===== config.mk =====
export PLATFORM = sky130hd
export DESIGN_NAME = bounce_gen
export DESIGN_NICKNAME = d
export VERILOG_FILES = /design/src/rtl/bounce_pkg.sv /design/src/rtl/lfsr16.sv /design/src/rtl/bounce_gen.sv
export SDC_FILE = /design/constraint.sdc
export NUM_CORES = 1
export LEC_CHECK = 0
export ABC_AREA = 1
export BUFFER_PORTS_ARGS = -buffer_cell sky130_fd_sc_hd__buf_2
export CAP_MARGIN = 20
export CORE_MARGIN = 8
export CORE_UTILIZATION = 45
export CTS_BUF_LIST = sky130_fd_sc_hd__clkbuf_2
export DETAILED_ROUTE_END_ITERATION = 10
export GPL_ROUTABILITY_DRIVEN = 0
export GPL_TIMING_DRIVEN = 0
export HOLD_SLACK_MARGIN = 0.03
export REMOVE_ABC_BUFFERS = 1
export SETUP_SLACK_MARGIN = 0.15
export SYNTH_ARGS = -nofsm -noshare
export SYNTH_HDL_FRONTEND = slang
export SYNTH_SLANG_ARGS = --single-unit

===== constraint.sdc =====
create_clock -name clk -period 1.8 [get_ports clk]
set_input_delay 0.09 -clock clk [delete_from_list [all_inputs] [get_ports clk]]
set_output_delay 0.09 -clock clk [all_outputs]
set_load 0.1 [all_outputs]

===== src/rtl/bounce_pkg.sv =====
// Shared types and constants for the contact-bounce emulator.
package bounce_pkg;

  typedef enum logic [1:0] {
    StIdle,
    StBounce,
    StHold
  } state_e;

  localparam int unsigned LfsrW = 16;

  // x^16 + x^14 + x^13 + x^11 + 1 -> feedback from bits 15, 13, 12, 10
  localparam logic [LfsrW-1:0] LfsrTaps = 16'hB400;

  // An all-zero seed would lock the LFSR up.
  localparam logic [LfsrW-1:0] ZeroSeedSub = 16'h0001;

endpackage


===== src/rtl/lfsr16.sv =====
// Free-running 16-bit Fibonacci LFSR; loads seed (or a non-zero substitute) on reset.
module lfsr16
  import bounce_pkg::*;
(
  input  logic             clk,
  input  logic             reset,
  input  logic [LfsrW-1:0] seed,
  output logic [LfsrW-1:0] q
);

  logic [LfsrW-1:0] q_q;
  logic             fb;

  assign fb = ^(q_q & LfsrTaps);

  always_ff @(posedge clk) begin
    if (reset) begin
      q_q <= (seed == '0) ? ZeroSeedSub : seed;
    end else begin
      q_q <= {q_q[LfsrW-2:0], fb};
    end
  end

  assign q = q_q;

endmodule


===== src/rtl/bounce_gen.sv =====
// Mechanical contact emulator: turns clean press levels into a bouncing output with
// pseudo-random toggle gaps, followed by a settle lockout.
module bounce_gen
  import bounce_pkg::*;
#(
  parameter int unsigned     BOUNCE_LEN = 40,
  parameter int unsigned     GAP_BW     = 3,
  parameter int unsigned     HOLD_LEN   = 16,
  parameter logic [LfsrW-1:0] SEED      = 16'hACE1
) (
  input  logic       clk,
  input  logic       reset,
  input  logic       press,
  input  logic       bounce_en,
  output logic       data,
  output logic       level,
  output logic       busy,
  output logic [7:0] edges
);

  localparam int unsigned WinW  = (BOUNCE_LEN > 1) ? $clog2(BOUNCE_LEN) : 1;
  localparam int unsigned HoldW = (HOLD_LEN > 1) ? $clog2(HOLD_LEN) : 1;
  localparam logic [WinW-1:0]  WinLoad  = WinW'(BOUNCE_LEN - 1);
  localparam logic [HoldW-1:0] HoldLoad = HoldW'(HOLD_LEN - 1);

  state_e            state_q, state_d;
  logic              data_q, data_d;
  logic              level_q, level_d;
  logic              target_q, target_d;
  logic [7:0]        edges_q, edges_d;
  logic [WinW-1:0]   win_q, win_d;
  logic [GAP_BW-1:0] gap_q, gap_d;
  logic [HoldW-1:0]  hold_q, hold_d;
  logic [LfsrW-1:0]  lfsr_q;
  logic [7:0]        edges_inc;
  logic              unused_lfsr;

  lfsr16 u_lfsr (
    .clk   (clk),
    .reset (reset),
    .seed  (SEED),
    .q     (lfsr_q)
  );

  assign unused_lfsr = ^lfsr_q[LfsrW-1:GAP_BW];
  assign edges_inc   = (edges_q == 8'hFF) ? edges_q : edges_q + 8'd1;

  always_comb begin
    state_d  = state_q;
    data_d   = data_q;
    level_d  = level_q;
    target_d = target_q;
    edges_d  = edges_q;
    win_d    = win_q;
    gap_d    = gap_q;
    hold_d   = hold_q;

    unique case (state_q)
      StIdle: begin
        if (press != level_q) begin
          if (!bounce_en) begin
            data_d  = press;
            level_d = press;
            edges_d = 8'd0;
          end else begin
            target_d = press;
            data_d   = press;
            edges_d  = 8'd1;
            win_d    = WinLoad;
            gap_d    = lfsr_q[GAP_BW-1:0];
            state_d  = StBounce;
          end
        end else begin
          data_d = level_q;
        end
      end

      StBounce: begin
        // Window expiry wins over a gap expiry landing on the same cycle.
        if (win_q == '0) begin
          data_d  = target_q;
          if (data_q != target_q) edges_d = edges_inc;
          level_d = target_q;
          hold_d  = HoldLoad;
          state_d = StHold;
        end else begin
          win_d = win_q - WinW'(1);
          if (gap_q == '0) begin
            data_d  = ~data_q;
            edges_d = edges_inc;
            gap_d   = lfsr_q[GAP_BW-1:0];
          end else begin
            gap_d = gap_q - GAP_BW'(1);
          end
        end
      end

      StHold: begin
        data_d = target_q;
        if (hold_q == '0) begin
          state_d = StIdle;
        end else begin
          hold_d = hold_q - HoldW'(1);
        end
      end

      default: state_d = StIdle;
    endcase
  end

  always_ff @(posedge clk) begin
    if (reset) begin
      state_q  <= StIdle;
      data_q   <= 1'b0;
      level_q  <= 1'b0;
      target_q <= 1'b0;
      edges_q  <= 8'd0;
      win_q    <= '0;
      gap_q    <= '0;
      hold_q   <= '0;
    end else begin
      state_q  <= state_d;
      data_q   <= data_d;
      level_q  <= level_d;
      target_q <= target_d;
      edges_q  <= edges_d;
      win_q    <= win_d;
      gap_q    <= gap_d;
      hold_q   <= hold_d;
    end
  end

  assign data  = data_q;
  assign level = level_q;
  assign busy  = (state_q != StIdle);
  assign edges = edges_q;

endmodule


==> reports/metrics.yaml <==
status:
  status: "finished clean"
clocking:
  cts_inserted_buffers: 5
  clkSinkCount: 42
  root_buffer: "clkbuf_2"
  clk_latency_ns: 0.42
  cts_tree: "yes"
  clk_pin_slew_worst_paths_ns: 0.26
  clockBufferDepth: 2
  h-tree-depth: 2
yosys:
  synth_area_sq_um: 2140
  synth_top_family_by_area: "simple AND/OR/NAND/NOR gates"
  synth_compound_area_frac: 0.116
  ys_ff_latch: 42
  synthSimpleGateAreaFrac: 0.306
  yosysWarnings: 0
  synthXorXnorAreaFrac: 0.0287
  ys_types: 27
  seq_area_frac_synth: 0.393
  syn_inst: 304
  synthMuxAreaShare: 0
  syn_avg_cell_area_sq_um: 7.03
  synth_fa_ha_area_frac: 0.0644
layout:
  synthToLayoutAreaGrowth_pct: 12.1
  diodes: 0
  final_common_cell: "nand2_1"
  nets: 338
  layout_common_cells: "nand2_1 (67), nor2_1 (38), inv_1 (37), dfxtp_1 (37), o21ai_0 (21)"
  layout-drive-gt1-share: 0.194
  finish.instance_area_sq_um: 2390
  final_cell_count_no_fill: 378
floorplanning:
  start_util: 0.459
  die_width_um: 84.9
  io_pins: 15
  dieArea_sq_um: 7210
  die_y_um: 84.9
  coreArea_sq_um: 4660
  fp-row-count: 25
placed_design:
  dp_hpwl_um: 2920
  pre_cts_ws_ns: -0.200
  io_buffer_count: 14
  dp.cells: 366
  post_dp_cell_area_sq_um: 2250
power:
  power_density_nw_per_um2: 1930
  fin_total_pwr_mw: 4.61
  irDropWorstVdd_uv: 744
  power_leakage_nw: 1.15
route:
  wl_per_cell_um: 11.0
  antenna_left: 0
  drc: 0
  routed_wirelength_um: 4150
  via_per_inst: 4.88
  first_pass_iters: 4
  vias: 1846
  initialDrtViolationCount: 101
global_routing:
  grt_max_degree: 28
  grt_pass1_vias: 1780
  track_usage: 0.127
  grt_pass1_wl_um: 7620
  antenna_found_initial: 0
  grt_overflow: 0
worst_setup_path:
  worst-path-max-fanout: 8
  endpoint_kind: "register"
  critPathKind: "reg2reg"
  start_kind: "register"
  critPathArrivalTime_ns: 1.87
  worstPathRequired_ns: 2.11
sta:
  fin_setup_tns_ns: 0
  post-route-period-util: 0.864
  hold_viol: 0
  relSlewSlack: 0.677
  slew_viol_final: 0
  worst_slew_pin_slew_ns: 0.487
  period_needed_ns: 1.55
  rsz0062_at_grt: "yes"
  fin_worst_skew_ns: 0.0426
  fin_ws_ns: 0.245
  finalSetupViolCount: 0
  max_freq_mhz: 643
min_path:
  min_path_type: "in2reg"
flow_run:
  cap_violations: 0
## power breakdown
group | internal (mW) | switching, mW | total (mW)
registers | 1.17 | 0.174 | 1.34
logic | 0.917 | 1.92 | 2.84
clock network | 0.0993 | 0.336 | 0.435
## cells by family (layout without fill, tap and decap cells)
group | Yosys count | after routing
buffers and inverters | 50 | 70
DFF | 42 | 42
xor gates and xnor gates | 7 | 7
and+or+nand+nor | 147 | 147
adders and majority gates | 11 | 11
AOI/OAI and AO/OA | 47 | 47
## timing repair
action                                 4_1_cts  5_1_grt
hold buffers                                 1        0
pin swaps                                    1        1
cloned                                       0        0
setup endpoints to repair                   26       24
resized for setup                            6       19
buffers inserted                             3        0
endpoints found under the hold margin        1        0
## layer usage
layer / up-vias / wire length (um) / track usage
li1: 985 / - / -
met1: 837 / 2000 / 0.151
met2: 18 / 1950 / 0.218
met3: 6 / 145 / 0.0319
met4: 0 / 59 / 0.0437
met5: - / 0 / 0
## path summary, 6_finish.rpt
check,cells after the start,startpoint,endpoint,slack [ns]
min reg2reg,2,u_lfsr.q[8],u_lfsr.q[9],0.42
min,4,bounce_en,target_q,0.08
max,9,state_q[1],edges[2],0.25
max reg2reg,9,state_q[1],edges[2],0.25
## metrics by stage
| step | utilization | hold slack (ns) |
|---|---|---|
| global route | 0.514 | 0.0656 |
| finish | 0.514 | 0.0809 |
| floorplan | - | 0.152 |
| detailed placement | 0.482 | 0.392 |
| CTS | 0.506 | 0.0502 |
| global placement | 0.482 | 0.389 |
## registers in the layout, summed over array words and instances (netlist names)
register  flops
data          1
edges         8
gap_q         3
hold_q        4
level         1
state_q       2
target_q      1
u_lfsr.q     16
win_q         6
## layout make-up
class	instances	area, sq um
fillers	484	2270
inverters	44	170
well taps	54	67.6
clock buffers	5	25.0
clock inverters	3	23.8
repair buffers	18	109
flip-flops and latches	42	850
multi-input cells	212	1150
## worst max-delay path: stages, from the launching register on
cell	delay, ns
dfxtp_1	0.44
inv_2	0.10
ha_4	0.19
buf_4	0.17
nand4_1	0.09
nand2_1	0.08
nor2_4	0.19
nand2_1	0.08
nand2_1	0.06
nor2_1	0.04
## synth_stat cells
cell type	instances	share of area
inv_1	40	0.070
nor2_4	1	0.0053
nand2_4	3	0.016
nand4_1	2	0.0059
nand3b_1	1	0.0035
o21bai_1	2	0.0070
nor3_1	1	0.0023
nand2_1	68	0.12
nor2_1	39	0.069
a21oi_2	2	0.0082
nor2_2	1	0.0029
buf_4	1	0.0035
clkbuf_1	4	0.0070
xnor2_1	2	0.0082
dfxtp_1	42	0.39
nor3b_1	1	0.0035
inv_2	3	0.0053
nand2_2	2	0.0059
nand3_1	18	0.042
inv_4	1	0.0029
o21ai_0	23	0.054
nand3_2	1	0.0047
ha_1	11	0.064
a21oi_1	20	0.047
buf_2	1	0.0023
or2_2	9	0.026
xor2_1	5	0.020
Note: power is estimated with default switching activity, not from simulation.
